--- src/rtl/misc_pkg.sv ---
// Shared scalar types used across the interrupt and host-interface blocks.
package misc_pkg;

    typedef logic [31:0] U32;
    typedef logic [63:0] U64;

endpackage : misc_pkg

--- src/rtl/msix_pkg.sv ---
// MSI-X table entry layout, FSM encoding and limits shared by the message generator.
package msix_pkg;
    import misc_pkg::*;

    localparam int unsigned MSIX_MAX_VEC = 32;

    typedef struct packed {
        U64   addr;
        U32   data;
        logic mask;
    } msix_entry_t;

    typedef enum logic [0:0] {
        IDLE  = 1'b0,
        ISSUE = 1'b1
    } msix_state_e;

endpackage : msix_pkg

--- src/rtl/msix_msg_gen_if.sv ---
// Posted DW write channel from the MSI-X generator toward the host-memory write path.
interface msix_msg_gen_if
    import misc_pkg::*;
#(
    parameter int unsigned NUM_VEC = 8
);
    localparam int unsigned VEC_W = $clog2(NUM_VEC);

    logic             wr_valid;
    logic             wr_ready;
    U64               wr_addr;
    U32               wr_data;
    logic [VEC_W-1:0] wr_vec;

    modport master (
        output wr_valid,
        output wr_addr,
        output wr_data,
        output wr_vec,
        input  wr_ready
    );

    modport slave (
        input  wr_valid,
        input  wr_addr,
        input  wr_data,
        input  wr_vec,
        output wr_ready
    );

endinterface : msix_msg_gen_if

--- src/rtl/msix_rr_arb.sv ---
// Combinational round-robin picker: lowest requesting index at or above ptr, wrapping to 0.
module msix_rr_arb #(
    parameter  int unsigned NUM_VEC = 8,
    localparam int unsigned VEC_W   = $clog2(NUM_VEC)
) (
    input  logic [NUM_VEC-1:0] req,
    input  logic [VEC_W-1:0]   ptr,
    output logic               gnt_valid,
    output logic [VEC_W-1:0]   gnt_idx
);

    function automatic logic [VEC_W-1:0] wrap_idx(input logic [VEC_W-1:0] base, input int unsigned ofs);
        int unsigned sum;
        sum = (32'(base) + ofs) % NUM_VEC;
        return VEC_W'(sum);
    endfunction

    // First hit scanning upward from ptr wins; later hits are ignored.
    always_comb begin
        gnt_valid = 1'b0;
        gnt_idx   = '0;
        for (int unsigned k = 0; k < NUM_VEC; k++) begin
            if (!gnt_valid && req[wrap_idx(ptr, k)]) begin
                gnt_valid = 1'b1;
                gnt_idx   = wrap_idx(ptr, k);
            end
        end
    end

endmodule : msix_rr_arb

--- src/rtl/msix_msg_gen.sv ---
// MSI-X message generator: pending/mask tracking, round-robin vector selection and
// one posted DW write per granted vector, plus the software table-programming port.
module msix_msg_gen
    import misc_pkg::*;
    import msix_pkg::*;
#(
    parameter  int unsigned NUM_VEC = 8,
    localparam int unsigned VEC_W   = $clog2(NUM_VEC)
) (
    input  logic               clk,
    input  logic               rst,
    input  logic [NUM_VEC-1:0] intr_req,
    input  logic               tbl_wr_en,
    input  logic [VEC_W-1:0]   tbl_wr_idx,
    input  U64                 tbl_wr_addr,
    input  U32                 tbl_wr_data,
    input  logic               tbl_wr_mask,
    msix_msg_gen_if.master     wr,
    output logic [NUM_VEC-1:0] pba,
    output logic               busy
);

    localparam logic [0:0] ST_IDLE  = IDLE;
    localparam logic [0:0] ST_ISSUE = ISSUE;

    msix_entry_t        tbl [NUM_VEC];
    logic [NUM_VEC-1:0] mask_vec;
    logic [NUM_VEC-1:0] eligible;
    logic [NUM_VEC-1:0] clr;
    logic [NUM_VEC-1:0] pba_nxt;

    logic [0:0]         state;
    logic [0:0]         state_nxt;
    logic [VEC_W-1:0]   ptr;
    logic [VEC_W-1:0]   ptr_nxt;
    logic               gnt_valid;
    logic [VEC_W-1:0]   gnt_idx;
    logic               hs;

    logic               valid_q;
    logic               valid_nxt;
    U64                 addr_q;
    U64                 addr_nxt;
    U32                 data_q;
    U32                 data_nxt;
    logic [VEC_W-1:0]   vec_q;
    logic [VEC_W-1:0]   vec_nxt;
    logic               busy_nxt;

    assign wr.wr_valid = valid_q;
    assign wr.wr_addr  = addr_q;
    assign wr.wr_data  = data_q;
    assign wr.wr_vec   = vec_q;

    // Table storage; reset leaves every entry masked until software programs it.
    always_ff @(posedge clk) begin
        for (int unsigned i = 0; i < NUM_VEC; i++) begin
            if (rst) begin
                tbl[i] <= '{addr: '0, data: '0, mask: 1'b1};
            end else if (tbl_wr_en && (tbl_wr_idx == VEC_W'(i))) begin
                tbl[i] <= '{addr: tbl_wr_addr, data: tbl_wr_data, mask: tbl_wr_mask};
            end
        end
    end

    always_comb begin
        for (int unsigned i = 0; i < NUM_VEC; i++) begin
            mask_vec[i] = tbl[i].mask;
        end
    end

    assign eligible = pba & ~mask_vec;

    msix_rr_arb #(
        .NUM_VEC (NUM_VEC)
    ) u_arb (
        .req       (eligible),
        .ptr       (ptr),
        .gnt_valid (gnt_valid),
        .gnt_idx   (gnt_idx)
    );

    // Next-state, output latching, pending update and pointer advance.
    always_comb begin
        state_nxt = state;
        valid_nxt = valid_q;
        addr_nxt  = addr_q;
        data_nxt  = data_q;
        vec_nxt   = vec_q;
        hs        = 1'b0;
        clr       = '0;
        ptr_nxt   = ptr;

        case (state)
            ST_IDLE: begin
                if (gnt_valid) begin
                    state_nxt = ST_ISSUE;
                    valid_nxt = 1'b1;
                    addr_nxt  = tbl[gnt_idx].addr;
                    data_nxt  = tbl[gnt_idx].data;
                    vec_nxt   = gnt_idx;
                end
            end
            ST_ISSUE: begin
                if (wr.wr_ready) begin
                    hs        = 1'b1;
                    state_nxt = ST_IDLE;
                    valid_nxt = 1'b0;
                end
            end
            default: begin
                state_nxt = ST_IDLE;
                valid_nxt = 1'b0;
            end
        endcase

        if (hs) begin
            clr     = NUM_VEC'(1) << vec_q;
            ptr_nxt = (vec_q == VEC_W'(NUM_VEC - 1)) ? '0 : vec_q + 1'b1;
        end

        // A request arriving in the handshake cycle survives the clear.
        pba_nxt  = (pba & ~clr) | intr_req;
        busy_nxt = (state_nxt == ST_ISSUE);
    end

    always_ff @(posedge clk) begin
        if (rst) begin
            state   <= ST_IDLE;
            ptr     <= '0;
            pba     <= '0;
            valid_q <= 1'b0;
            addr_q  <= '0;
            data_q  <= '0;
            vec_q   <= '0;
            busy    <= 1'b0;
        end else begin
            state   <= state_nxt;
            ptr     <= ptr_nxt;
            pba     <= pba_nxt;
            valid_q <= valid_nxt;
            addr_q  <= addr_nxt;
            data_q  <= data_nxt;
            vec_q   <= vec_nxt;
            busy    <= busy_nxt;
        end
    end

endmodule : msix_msg_gen

--- src/flat_wrapper.sv ---
// flat-port wrapper written by rule: the top's interface ports become plain ports
module msix_msg_gen_flat import misc_pkg::*; import msix_pkg::*;
#(
    parameter  int unsigned NUM_VEC = 8,
    localparam int unsigned VEC_W   = $clog2(NUM_VEC)
)
  (clk, rst, intr_req, tbl_wr_en, tbl_wr_idx, tbl_wr_addr, tbl_wr_data, tbl_wr_mask, pba, busy, wr_wr_valid, wr_wr_addr, wr_wr_data, wr_wr_vec, wr_wr_ready);
  msix_msg_gen_if #(.NUM_VEC(NUM_VEC)) wr_i ();
  input  logic clk;
  input  logic rst;
  input  logic [NUM_VEC-1:0] intr_req;
  input  logic tbl_wr_en;
  input  logic [VEC_W-1:0] tbl_wr_idx;
  input  U64 tbl_wr_addr;
  input  U32 tbl_wr_data;
  input  logic tbl_wr_mask;
  output logic [NUM_VEC-1:0] pba;
  output logic busy;
  output wire logic [$bits(wr_i.wr_valid)-1:0] wr_wr_valid;
  output wire logic [$bits(wr_i.wr_addr)-1:0] wr_wr_addr;
  output wire logic [$bits(wr_i.wr_data)-1:0] wr_wr_data;
  output wire logic [$bits(wr_i.wr_vec)-1:0] wr_wr_vec;
  input wire logic [$bits(wr_i.wr_ready)-1:0] wr_wr_ready;
  assign wr_wr_valid = wr_i.wr_valid;
  assign wr_wr_addr = wr_i.wr_addr;
  assign wr_wr_data = wr_i.wr_data;
  assign wr_wr_vec = wr_i.wr_vec;
  assign wr_i.wr_ready = wr_wr_ready;
  msix_msg_gen #(.NUM_VEC(NUM_VEC)) u_core (.clk(clk), .rst(rst), .intr_req(intr_req), .tbl_wr_en(tbl_wr_en), .tbl_wr_idx(tbl_wr_idx), .tbl_wr_addr(tbl_wr_addr), .tbl_wr_data(tbl_wr_data), .tbl_wr_mask(tbl_wr_mask), .wr(wr_i), .pba(pba), .busy(busy));
endmodule
--- config.mk ---
export PLATFORM = sky130hd
export DESIGN_NAME = msix_msg_gen_flat
export DESIGN_NICKNAME = d
export VERILOG_FILES = /design/src/rtl/misc_pkg.sv /design/src/rtl/msix_pkg.sv /design/src/rtl/msix_msg_gen_if.sv /design/src/rtl/msix_rr_arb.sv /design/src/rtl/msix_msg_gen.sv /design/src/flat_wrapper.sv
export SDC_FILE = /design/constraint.sdc
export NUM_CORES = 1
export LEC_CHECK = 0
export BUFFER_PORTS_ARGS = -buffer_cell sky130_fd_sc_hd__clkbuf_2
export CORE_ASPECT_RATIO = 0.7
export CORE_MARGIN = 3
export CORE_UTILIZATION = 60
export CTS_CLUSTER_DIAMETER = 100
export DETAILED_ROUTE_END_ITERATION = 12
export MAX_ROUTING_LAYER = met4
export PLACE_DENSITY = 0.9
export SLEW_MARGIN = 40
export SYNTH_ARGS = -nofsm -noshare
export SYNTH_HDL_FRONTEND = slang
export SYNTH_SLANG_ARGS = --single-unit
--- constraint.sdc ---
create_clock -name clk -period 11.03 [get_ports clk]
set_input_delay 2.206 -clock clk [delete_from_list [all_inputs] [get_ports clk]]
set_output_delay 2.206 -clock clk [all_outputs]
set_load 0.05 [all_outputs]
* Word-level counts from Yosys, hierarchy flattened *
Memories as Yosys holds them, arrays and structs flattened. A register that Yosys moved wholly into a read port is not among the register bits.
Index checks and enable logic that the tools add are counted.

storage, ports and cells
  bits in registers = 16
  memory bits (writable) = 776
  input port bits = 112
  output and inout port bits = 109
  logic and storage cells = 148
  memories = 1

cells by class
  add/subtract/negate cells = 8
  magnitude comparators = 8
  equality and inequality tests = 10
  shift operators = 1
  muxes and demuxes = 76
  bitwise logic cells = 14
  reduce and logical (&&, ||, !) cells = 25

memories
  name        words  bits a word  rd ports  clocked after memory_dff  write ports  line                source
  u_core.tbl  8      97           9         1                         8            msix_msg_gen.sv:26  msix_entry_t tbl [NUM_VEC];

operator list
  cell                                                         number
  two-way mux 97 bit                                           8
  two-way mux 1 bit                                            48
  less-than comparator 3 x 4 -> 1 bit (second input constant)  8
  two-way mux 3 bit                                            9
  binary-select mux 1 bit (select 3 bit)                       8
  bitwise AND 8 bit                                            2
  NOT 8 bit                                                    2
  == test 3 bit (second input constant)                        5
  logical AND 1 bit                                            15
  adder 3 bit (second input constant)                          4
  two-way mux 8 bit                                            1
  OR 1 bit                                                     8
  OR 8 bit                                                     1
  left shift 1 x 3 -> 8 bit (first input constant)             1
  zero test 1 bit                                              7
  adder 3 x 1 -> 3 bit (second input constant)                 2
  adder 3 x 2 -> 3 bit (second input constant)                 2
  == test 3 x 2 -> 1 bit (second input constant)               2
  case mux 1 bit (2 select lines)                              2
  AND reduction 2 bit                                          2
  == test 3 x 1 -> 1 bit (second input constant)               1
  zero test 3 bit                                              1
  != test 2 x 1 -> 1 bit (second input constant)               1
  != test 2 bit (second input constant)                        1
  NOT 1 bit                                                    1

* Logic depth before layout (Yosys ltp) *
  word-level depth = 28
  depth in mapped cells = 17
  depth with buffers taken out = 11

* Modules after synthesis *
A second synthesis with hierarchy kept.

second synthesis, totals
  cells, all modules = 2930
  area total of the unflattened synthesis = 39344.0 sq um

modules (own cells, without submodules)
  module        times used  cells each  area an instance (sq um)  sequential area each (sq um)
  msix_msg_gen  1           2830        38527.0                   25544.5
  msix_rr_arb   1           100         817.0                     0.0

* Worst setup path before layout *
OpenSTA, ideal clock, no wires.

  kind = in2reg
  start = input tbl_wr_idx[1]
  end = memory u_core.tbl[6][0] (netlist name) (enable)
  library setup time = 0.573 ns
  arrival time = 7.082 ns
  data required time = 10.457 ns
  slack = 3.376 ns
  stages on the path = 3
  buffers on the path = 1
  cell sequence = clkbuf_1 nand2_1 o21bai_1

RTL lines
  what         line                source
  from (decl)  flat_wrapper.sv:13  input logic [VEC_W-1:0] tbl_wr_idx;
  to (decl)    msix_msg_gen.sv:26

* Worst setup path in the final report *
  start = register u_core.ptr[0]
  end = register u_core.addr_q[35], in the netlist u_core.wr.wr_addr[35], read port of u_core.tbl

between the ends
  longest elaborated chain between the ends = 25
  elaborated cells on any way between the ends = 54
  those cells by class = add/sub: 7; mux: 32; reduce/logical: 15

ends and longest elaborated chain
  what                                                           line                 source
  from (decl)                                                    msix_msg_gen.sv:34   logic [VEC_W-1:0] ptr;
  from (signal assigned)                                         msix_msg_gen.sv:139  ptr <= ptr_nxt;
  branches (longest 25 deep; another with adder 3 x 1 -> 3 bit)  n/a
  to (decl)                                                      msix_msg_gen.sv:42   U64 addr_q;

Several ways; the timed one is not identified. The select of a mux whose other input is x is not followed.
A chain may end at the register's enable or synchronous reset.

==> out/metrics.cfg <==
[layout]
synthToLayoutAreaGrowth_pct=10.85
nNetsFinal=3689
drive_above_1_share_pct=12.92
final_common_cell=and2_1
layout_common_cells=866 x and2_1, 776 x edfxtp_1, 500 x nand2_1

[detailed_routing]
drt-pass1-iter-count=6
route.vias.total=29310
detail_route.wl_per_cell_um=24.79
drcViolationCount=0
drtIter0Drc=4399
via_per_inst=6.447
final_antenna_net_count=0
routed_wl_um=112700

[global_routing]
grt.total_usage_pct=31.80
grt_pass1_wl_um=170000
antenna_found_initial=14
grt_max_degree=181
grt_pass1_vias=28800
globalRouteOverflowTotal=0

[worst_setup_path]
path_max_fanout=49
critPathCaptureType=flop
critPathArrivalTime_ns=6.46
start_kind=flop
rrSetupSlack_ns=5.09
path_class=flop to flop
required_ns=11.55

[power]
clock_power_share_pct=24.9
p_leak_nw=17.41
pwr-share-comb_pct=37.8
fin_total_pwr_mw=11.30
power_density_mw_per_mm2=248.3
p_int_mw=6.823
p_seq_share_pct=37.3
switching_share_pct=39.64
ir_drop_mv=0.2261
switchingPower_mw=4.481

[clock_network]
clock_latency_ns=0.65
clock-root-buffer=clkbuf_16
cts_tree=yes
htreeDepth=3
post_cts_buffers=0
postCtsHoldBufs=0
cts_sinks=888
clock_path_buffers=3
post_cts_resized=0
clkSlewWorstSetupHoldPaths_ns=0.06
cts_inserted_buffers=82

[sta]
max_freq_ghz=0.1683
worst_pin_slew_ns=0.9403
finalHoldViolCount=0
slew_viol_final=0
slew_headroom_pct=37.31
setup_viol=0
finalCritPeriodShare_pct=53.87
fin_worst_skew_ns=0.02666
setup_tns_ns=0
rsz0062_at_grt=no
finalWorstPathRequiredPeriod_ns=5.942

[synth]
avgSynthCellArea_um2=11.79
yosys_warnings=0
synthDistinctLibCells=65
async_flop_share_pct=0
synth_area_mm2=0.04107
synth-main-ff-cell=edfxtp_1
ys_seq_area_share_pct=62.20
syn_nets=3602
synth-seq-cells=888
synthCells=3482
synth_edf_count=776

[die]
die_w_um=318.7
start_util_pct=61.19
die_area_mm2=0.07167
die_h_um=224.9
io_pins=221
core_area_mm2=0.06712
rows=79

[flow_run]
maxCapViolations=0

[worst_hold_path]
hp-class=flop to flop

[place]
place_hpwl_um=57770
gp_congestion=0.8979
portBuffers=220

[status]
status=finished clean

-- worst max-delay path, stage by stage (launching register included) --
cell,delay [ns]
dfxtp_1,0.86
inv_4,0.26
ha_1,0.63
clkinv_1,0.34
mux4_2,0.54
and4_4,0.24
nand4_1,0.14
nor2b_4,0.58
buf_4,0.71
buf_4,0.68
nand2_2,0.07
buf_4,0.40
o211a_1,0.33
-- cells in the mapped netlist, types with 4 or more instances --
library cell	n	area (um2)
nor2b_1	8	50.05
a31oi_1	97	606.8
nand3_1	54	270.3
nor2_1	124	465.5
mux2i_1	12	120.1
o211a_1	96	960.9
dfxtp_1	112	2242
mux4_2	17	382.9
a22oi_1	192	1441
inv_1	7	26.28
buf_1	10	37.54
clkbuf_1	155	581.8
a21oi_1	111	555.5
buf_6	20	225.2
a31o_2	4	35.03
a211oi_2	18	225.2
buf_4	9	67.56
nor3_1	6	30.03
nand2_1	502	1884
or3_1	6	37.54
ha_1	8	100.1
nor3_2	4	40.04
edfxtp_1	776	23300
mux2_2	6	67.56
a211oi_1	82	615.6
nand2b_1	5	31.28
o22ai_1	4	25.02
and2_1	866	5418
a311oi_1	48	420.4
buf_2	76	380.4
-- stage by stage --
stage          hold slack [ns]  utilization [%]  std cells  setup WS (ns)  area, um2
2_1_floorplan           0.5489                -       3482          3.376      41070
4_1_cts                 0.5005            67.71       4528          5.211      45440
3_5_place_dp            0.4897            63.78       4375          5.255      42810
6_report                0.5016            67.83       4546          5.088      45520
5_1_grt                 0.5219            67.82       4543          4.833      45510
3_3_place_gp            0.4851            63.34       4363          5.377      42510
-- sequential cells by signal, indices dropped and copies added (netlist names) --
name,count
u_core.wr.wr_addr,64
u_core.wr.wr_data,32
u_core.wr.wr_vec,3
u_core.tbl,776
u_core.ptr,3
u_core.busy,1
u_core.pba,8
u_core.wr.wr_valid,1
-- power by group through the flow --
stage	combinational (mW)	clock, mW	sequential (mW)
5_1_grt	4.56	2.96	4.24
3_3_place_gp	4.00	0	4.26
4_1_cts	4.19	2.82	4.21
2_1_floorplan	2.65	0	4.69
6_report	4.27	2.82	4.21
3_5_place_dp	4.14	0	4.27
-- final cells by class --
class	instances	area, um2
Clock inverter	30	295.3
Multi-Input combinational cell	2311	14360
Clock buffer	123	2338
Sequential cell	888	25540
Tap cell	891	1115
Antenna cell	17	42.54
Inverter	10	40.04
Timing Repair Buffer	276	1784
Fill cell	4533	21590
-- path summary, 6_finish.rpt --
check / cells past startpoint / endpoint / start
setup / recovery: 12 / u_core.wr.wr_addr[35] / u_core.ptr[0]
hold / removal: 2 / u_core.wr.wr_valid / u_core.wr.wr_valid
setup reg to reg: 12 / u_core.wr.wr_addr[35] / u_core.ptr[0]
hold reg to reg: 2 / u_core.wr.wr_valid / u_core.wr.wr_valid
-- metal layers --
metal | up-vias | wire, um | global-route usage (%)
met5 | - | 0 | -
met2 | 2154 | 52380 | 48.83
met1 | 14086 | 41520 | 41.39
met3 | 343 | 14900 | 7.574
met4 | 0 | 3880 | 12.48
li1 | 12727 | - | -
-- cell families after synthesis --
family | share of synthesized area (%)
AND/OR/NAND/NOR | 20.29
flip-flops | 62.20
AO/OA/AOI/OAI | 12.42
buffers and inverters | 3.330
multiplexers | 1.459
adder cells (fa/ha/maj) | 0.2438
XOR/XNOR | 0.04266
Note: power is estimated with default switching activity, not from simulation.
